==> config.mk <==
export PLATFORM = sky130hd
export DESIGN_NAME = ifu_prefetch
export DESIGN_NICKNAME = d
export VERILOG_FILES = /design/src/rtl/ifu_prefetch.sv
export SDC_FILE = /design/constraint.sdc
export NUM_CORES = 1
export LEC_CHECK = 0
export ABC_AREA = 0
export CORE_AREA = 2 2 180 182
export DETAILED_ROUTE_END_ITERATION = 12
export DIE_AREA = 0 0 182 184
export GPL_ROUTABILITY_DRIVEN = 0
export HOLD_SLACK_MARGIN = 0.08
export PLACE_DENSITY = 0.79
export SLEW_MARGIN = 20
export SYNTH_ARGS = -nofsm -noshare
export SYNTH_HDL_FRONTEND = slang
export SYNTH_SLANG_ARGS = --single-unit
==> constraint.sdc <==
create_clock -name clk -period 3.8 [get_ports clk]
set_clock_uncertainty 0.2 [all_clocks]
set_input_delay 0.38 -clock clk [delete_from_list [all_inputs] [get_ports clk]]
set_output_delay 0.38 -clock clk [all_outputs]
set_load 0.02 [all_outputs]
==> src/rtl/ifu_prefetch.sv <==
// Instruction-fetch front end: issues sequential word reads, buffers responses in an
// in-order prefetch FIFO with a registered head, and flushes on redirect.
module ifu_prefetch #(
    parameter int                     p_ADDR_BITS = 32,
    parameter int                     p_DATA_BITS = 32,
    parameter logic [p_ADDR_BITS-1:0] p_RESET_PC  = 32'h0000_0000,
    parameter int                     p_DEPTH     = 4
) (
    input  logic                   clk,
    input  logic                   rst,
    output logic [p_ADDR_BITS-1:0] imem_addr,
    output logic                   imem_cmd,
    output logic [1:0]             imem_size,
    output logic                   imem_valid,
    input  logic                   imem_ready,
    input  logic                   imem_r_valid,
    output logic                   imem_r_ready,
    input  logic [p_DATA_BITS-1:0] imem_r_data,
    input  logic                   imem_r_resp,
    output logic                   inst_valid,
    input  logic                   inst_ready,
    output logic [p_DATA_BITS-1:0] inst_data,
    output logic [p_ADDR_BITS-1:0] inst_pc,
    output logic                   inst_err,
    input  logic                   redirect_valid,
    input  logic [p_ADDR_BITS-1:0] redirect_pc
);

    typedef enum logic [1:0] {
        S_IDLE  = 2'b00,
        S_RUN   = 2'b01,
        S_STOP  = 2'b10,
        S_DRAIN = 2'b11
    } state_t;

    localparam int c_PTR_BITS = $clog2(p_DEPTH);
    localparam int c_CNT_BITS = c_PTR_BITS + 1;
    localparam logic [c_CNT_BITS-1:0]  c_CNT_ZERO = {c_CNT_BITS{1'b0}};
    localparam logic [c_CNT_BITS-1:0]  c_CNT_ONE  = {{(c_CNT_BITS-1){1'b0}}, 1'b1};
    localparam logic [c_CNT_BITS-1:0]  c_CNT_FULL = c_CNT_BITS'(p_DEPTH);
    localparam logic [c_PTR_BITS-1:0]  c_PTR_ZERO = {c_PTR_BITS{1'b0}};
    localparam logic [c_PTR_BITS-1:0]  c_PTR_ONE  = {{(c_PTR_BITS-1){1'b0}}, 1'b1};
    localparam logic [p_ADDR_BITS-1:0] c_PC_STEP  = {{(p_ADDR_BITS-3){1'b0}}, 3'b100};

    state_t                 state_r, state_s;
    logic [p_ADDR_BITS-1:0] pc_r, rsp_pc_r, redirect_base_s;
    logic [c_CNT_BITS-1:0]  cnt_r, out_r, drop_r, cnt_s, out_s, drop_s;
    logic [c_CNT_BITS-1:0]  issue_inc_s, rsp_dec_s, push_inc_s, pop_dec_s, left_s;
    logic [c_CNT_BITS:0]    used_s;
    logic [c_PTR_BITS-1:0]  rd_ptr_r, wr_ptr_r, rd_next_s;
    logic [p_DATA_BITS-1:0] mem_data_r [p_DEPTH];
    logic [p_ADDR_BITS-1:0] mem_pc_r   [p_DEPTH];
    logic [p_DEPTH-1:0]     mem_err_r;
    logic                   head_valid_r, head_valid_s, head_err_r, head_err_s;
    logic [p_DATA_BITS-1:0] head_data_r, head_data_s;
    logic [p_ADDR_BITS-1:0] head_pc_r, head_pc_s;
    logic                   room_s, fetch_s, issue_s, push_s, pop_s, drop_active_s;
    logic                   redirect_lsb_unused_s;

    assign redirect_base_s       = {redirect_pc[p_ADDR_BITS-1:2], 2'b00};
    assign redirect_lsb_unused_s = ^redirect_pc[1:0];

    // Space is reserved at issue time, so FIFO entries plus in-flight reads never exceed the depth.
    assign used_s        = {1'b0, cnt_r} + {1'b0, out_r};
    assign room_s        = (used_s < {1'b0, c_CNT_FULL});
    assign fetch_s       = (state_r == S_RUN) && room_s && !redirect_valid;
    assign issue_s       = fetch_s && imem_ready;
    assign drop_active_s = (drop_r != c_CNT_ZERO);
    assign push_s        = imem_r_valid && !drop_active_s && !redirect_valid;
    assign pop_s         = head_valid_r && inst_ready && !redirect_valid;

    assign issue_inc_s = {{(c_CNT_BITS-1){1'b0}}, issue_s};
    assign rsp_dec_s   = {{(c_CNT_BITS-1){1'b0}}, imem_r_valid};
    assign push_inc_s  = {{(c_CNT_BITS-1){1'b0}}, push_s};
    assign pop_dec_s   = {{(c_CNT_BITS-1){1'b0}}, pop_s};
    assign left_s      = cnt_r - pop_dec_s;
    assign rd_next_s   = rd_ptr_r + (pop_s ? c_PTR_ONE : c_PTR_ZERO);

    assign imem_addr    = pc_r;
    assign imem_cmd     = 1'b0;
    assign imem_size    = 2'b10;
    assign imem_valid   = fetch_s;
    assign imem_r_ready = 1'b1;
    assign inst_valid   = head_valid_r && !redirect_valid;
    assign inst_data    = head_data_r;
    assign inst_pc      = head_pc_r;
    assign inst_err     = head_err_r;

    // Occupancy, in-flight and drop counters; a redirect turns every read still in flight into a drop.
    always_comb begin
        cnt_s  = cnt_r;
        out_s  = out_r;
        drop_s = drop_r;
        if (redirect_valid) begin
            cnt_s  = c_CNT_ZERO;
            out_s  = out_r - rsp_dec_s;
            drop_s = out_r - rsp_dec_s;
        end else begin
            cnt_s = cnt_r + push_inc_s - pop_dec_s;
            out_s = out_r + issue_inc_s - rsp_dec_s;
            if (imem_r_valid && drop_active_s) begin
                drop_s = drop_r - c_CNT_ONE;
            end else begin
                drop_s = drop_r;
            end
        end
    end

    // Next registered head: next stored entry, else the response being pushed into an empty FIFO.
    always_comb begin
        head_valid_s = head_valid_r;
        head_data_s  = head_data_r;
        head_pc_s    = head_pc_r;
        head_err_s   = head_err_r;
        if (redirect_valid) begin
            head_valid_s = 1'b0;
        end else if (left_s != c_CNT_ZERO) begin
            head_valid_s = 1'b1;
            head_data_s  = mem_data_r[rd_next_s];
            head_pc_s    = mem_pc_r[rd_next_s];
            head_err_s   = mem_err_r[rd_next_s];
        end else if (push_s) begin
            head_valid_s = 1'b1;
            head_data_s  = imem_r_data;
            head_pc_s    = rsp_pc_r;
            head_err_s   = imem_r_resp;
        end else begin
            head_valid_s = 1'b0;
        end
    end

    // Fetch FSM next state; redirect overrides every state.
    always_comb begin
        state_s = state_r;
        if (redirect_valid) begin
            state_s = (drop_s != c_CNT_ZERO) ? S_DRAIN : S_RUN;
        end else begin
            case (state_r)
                S_IDLE:  state_s = S_RUN;
                S_RUN:   state_s = (push_s && imem_r_resp) ? S_STOP : S_RUN;
                S_STOP:  state_s = S_STOP;
                S_DRAIN: state_s = (drop_s == c_CNT_ZERO) ? S_RUN : S_DRAIN;
                default: state_s = S_IDLE;
            endcase
        end
    end

    // Control state, pointers, fetch/response addresses and the registered head.
    always_ff @(posedge clk or negedge rst) begin
        if (!rst) begin
            state_r      <= S_IDLE;
            pc_r         <= p_RESET_PC;
            rsp_pc_r     <= p_RESET_PC;
            cnt_r        <= c_CNT_ZERO;
            out_r        <= c_CNT_ZERO;
            drop_r       <= c_CNT_ZERO;
            rd_ptr_r     <= c_PTR_ZERO;
            wr_ptr_r     <= c_PTR_ZERO;
            head_valid_r <= 1'b0;
            head_data_r  <= {p_DATA_BITS{1'b0}};
            head_pc_r    <= p_RESET_PC;
            head_err_r   <= 1'b0;
        end else begin
            state_r      <= state_s;
            cnt_r        <= cnt_s;
            out_r        <= out_s;
            drop_r       <= drop_s;
            head_valid_r <= head_valid_s;
            head_data_r  <= head_data_s;
            head_pc_r    <= head_pc_s;
            head_err_r   <= head_err_s;
            if (redirect_valid) begin
                pc_r     <= redirect_base_s;
                rsp_pc_r <= redirect_base_s;
                rd_ptr_r <= c_PTR_ZERO;
                wr_ptr_r <= c_PTR_ZERO;
            end else begin
                pc_r     <= issue_s ? (pc_r + c_PC_STEP) : pc_r;
                rsp_pc_r <= push_s ? (rsp_pc_r + c_PC_STEP) : rsp_pc_r;
                wr_ptr_r <= push_s ? (wr_ptr_r + c_PTR_ONE) : wr_ptr_r;
                rd_ptr_r <= rd_next_s;
            end
        end
    end

    // FIFO storage; entries are written only by kept responses.
    always_ff @(posedge clk or negedge rst) begin
        if (!rst) begin
            for (int i = 0; i < p_DEPTH; i++) begin
                mem_data_r[i] <= {p_DATA_BITS{1'b0}};
                mem_pc_r[i]   <= p_RESET_PC;
            end
            mem_err_r <= {p_DEPTH{1'b0}};
        end else if (push_s) begin
            mem_data_r[wr_ptr_r] <= imem_r_data;
            mem_pc_r[wr_ptr_r]   <= rsp_pc_r;
            mem_err_r[wr_ptr_r]  <= imem_r_resp;
        end else begin
            mem_err_r <= mem_err_r;
        end
    end

endmodule

==> impl_metrics.yaml <==
synth:
  avgSynthCellArea_um2: 13.25
  synthFlopType: "dfrtp_1"
  syn_area_um2: 17800
  ys_seq_area_share_pct: 54.98
  ys_types: 58
  yosys.area.top_type: "dfrtp_1"
  netlist_instances: 1343
  synth_area_leaders: "dfrtp_1, mux2_2, mux4_2"
  synth_seq_cells: 391
  yosysTopAreaCellShare_pct: 54.98
  yosys_warnings: 0
  synthArstFlopShare_pct: 100.0
  synth_edf_count: 0
place:
  dp_cells: 1843
  preCtsSetupSlack_ns: 0.4071
  portBuffers: 163
  dpl_cell_area_um2: 19990
  dp_hpwl_um: 26620
final_layout:
  antenna-diode-count: 0
  final_nets: 1578
  area_growth_pct: 19.72
  regArea_um2: 9784
  fin_area_um2: 21310
  final_util_pct: 67.87
  stdcell_count: 1914
  drive_above_1_share_pct: 28.37
  multi_input_area_um2: 7358
  fillCellCount: 2161
route:
  first_pass_iters: 8
  wl_per_cell_um: 21.97
  drtAntennaViolNets: 0
  route.detailed.drc: 0
  first_iter_violations: 860
  num_vias: 11940
  vias_per_cell: 6.240
  routed_wirelength_um: 42060
pwr:
  p_sw_share_pct: 30.08
  ir_worst_vdd_mv: 0.3192
  seqPwrFrac_pct: 42.2
  internal_power_mw: 9.129
  power_density_nw_per_um2: 612.8
  p_total_mw: 13.06
  clkPwrFrac_pct: 29.5
  p_leak_nw: 9.937
  p_sw_mw: 3.927
  pwr-share-comb_pct: 28.2
critical_path:
  cpPeakStageDelay_ns: 0.49
  worst-endpoint-arrival_ns: 3.67
  cpMostUsedCell: "ha_1"
  crit_slowest_cell: "or4b_4"
  r2r-end: "out_r[2]"
  end_kind: "register"
  rrSetupSlack_ns: 0.38
  regToRegStartpoint: "cnt_r[2]"
  startpoint: "cnt_r[2]"
  crit_type: "reg -> reg"
  cp-start-kind: "register"
  critPathBufInv: 2
  cp_cell_sequence: "ha_1, or4b_4, nor4bb_2, inv_2, ha_1, inv_1, ha_1, fa_1, xor2_1, o21ai_0, xor2_1"
  r2r_cells: 11
  crit_fanout: 3
  crit_required_ns: 4.05
  cp_top_family: "adder cells"
worst_hold_path:
  holdCritStartpoint: "redirect_pc[31]"
  hold_path.class: "in -> reg"
  worstHoldEndpoint: "rsp_pc_r[31]"
  min_path_cells: 3
floorplanning:
  core_um2: 31390
  die_area_um2: 33490
  die_x_um: 182
  io_pins: 174
  rows: 65
  start_util_pct: 56.69
  fp.dieH_um: 184
global_route:
  grt_max_degree: 126
  grt_pass1_vias: 12890
  grt_pass1_wl_um: 68970
  grt_overflow: 0
  grt.total_usage_pct: 26.06
  antenna_found_initial: 1
run_status:
  status: "finished clean"
cts:
  cts.htree.levels: 2
  post_cts_buffers: 0
  ctsHoldBuffers: 2
  cts_sinks: 391
  cts.clk_slew.worst_paths_ns: 0.06
  cts_max_path_buffers: 3
  cts-root-buf: "clkbuf_16"
  cts_tree: "yes"
  numCtsBuffers: 42
  clk_latency_ns: 0.55
  cts_resized: 0
timing:
  hold_viol_final: 0
  timing.final.crit_share_pct: 89.92
  slew_viol_final: 0
  period_needed_ns: 3.417
  setup_violations: 0
  fmax_mhz: 292.7
  layout_setup_ws_ns: 0.3830
  tightest_slew_ns: 0.9649
  hold_ws_ns: 0.2501
  setup_tns_ns: 0
  slew_headroom_pct: 35.67
  rsz0062_at_grt: "false"
run:
  maxCapViolations: 0
==> routing by layer <==
layer  vias up  share of wire [%]  track usage (%)
met3        64                6.8            4.834
met4         0                2.1            7.774
li1       5222                  -                -
met5         -                  0                0
met1      6217                 41            34.53
met2       440                 50            44.23
==> power groups by stage <==
stage | clock network, mW | registers (mW) | logic [mW]
finish | 3.85 | 5.52 | 3.69
global route | 4.10 | 5.61 | 3.99
CTS | 3.93 | 5.51 | 3.72
detailed placement | 0 | 5.57 | 3.69
global placement | 0 | 5.53 | 3.56
floorplan | 0 | 5.67 | 2.06
==> cells by family (layout without fill, tap and decap cells) <==
logic type	count (synthesis)	in the layout	share of synthesized area (%)
buffers and inverters	188	351	4.275
adders and majority gates	20	20	1.491
muxes	309	309	23.53
AOI/OAI and AO/OA	167	167	7.186
DFF	391	391	54.98
and+or+nand+nor	222	222	6.328
other	2	8	0.04220
xor gates and xnor gates	44	44	2.166
==> worst reg2reg max path: cells and delay by family (launching register included) <==
kind                     cells  cell delay [ns]
flip-flops                   1             0.41
XOR/XNOR                     2             0.35
buffers and inverters        2             0.11
AND/OR/NAND/NOR              2             0.92
AO/OA/AOI/OAI                1             0.19
adder cells (fa/ha/maj)      4             1.17
==> cells in the mapped netlist (all sizes together), types with 5 or more instances <==
master	count
or3	5
mux2	245
nand2b	6
xor2	15
and3	8
o311ai	9
o211ai	11
o21ai	50
nor4	15
a21oi	13
o221a	5
nand4	17
a31oi	5
dfrtp	391
ha	18
nor3	21
nand2	80
nand3	28
a222oi	54
buf	54
mux4	63
xnor2	29
nor2	21
clkbuf	54
inv	80
==> sequential cells by signal, summed over array words and instances, names as in the netlist <==
register,flops
cnt_r,3
drop_r,3
head_valid_r,1
imem_addr,30
inst_data,32
inst_err,1
inst_pc,30
mem_data_r,128
mem_err_r,4
mem_pc_r,120
out_r,3
rd_ptr_r,2
rsp_pc_r,30
state_r,2
wr_ptr_r,2
==> cell usage in the layout (no fill, tap or decap), types with 9 or more instances in the layout <==
| cell | Yosys | routed |
|---|---|---|
| dfrtp_1 | 391 | 391 |
| mux2_2 | 245 | 245 |
| clkdlybuf4s50_1 | 0 | 161 |
| inv_1 | 79 | 79 |
| nand2_1 | 80 | 76 |
| mux4_2 | 63 | 63 |
| a222oi_1 | 54 | 54 |
| o21ai_0 | 48 | 48 |
| clkbuf_16 | 0 | 43 |
| xnor2_1 | 29 | 29 |
| nand3_1 | 28 | 28 |
| buf_4 | 9 | 26 |
| nor2_1 | 21 | 21 |
| nor3_1 | 20 | 19 |
| nand4_1 | 17 | 17 |
| ha_1 | 18 | 17 |
| nor4_1 | 14 | 14 |
| xor2_1 | 15 | 14 |
| a21oi_1 | 13 | 13 |
| o211ai_1 | 11 | 11 |
| buf_12 | 0 | 11 |
| clkinv_2 | 0 | 9 |
==> how the worst max path moves through the flow <==
stage | endpoint | slack (ns) | cells past startpoint
2_1_floorplan | inst_data[0] | 0.23 | 10
3_3_place_gp | out_r[2] | 0.46 | 11
3_5_place_dp | out_r[2] | 0.41 | 11
4_1_cts | out_r[2] | 0.38 | 11
5_1_grt | out_r[2] | 0.23 | 11
6_report | out_r[2] | 0.38 | 11
==> layout make-up <==
class / instances / share of cell area, %
flip-flops and latches: 391 / 45.92
multi-input cells: 770 / 34.54
repair buffers: 202 / 9.702
clock buffers: 57 / 5.579
well taps: 402 / 2.361
inverters: 80 / 1.409
clock inverters: 12 / 0.4874
Note: power is estimated with default switching activity, not from simulation.
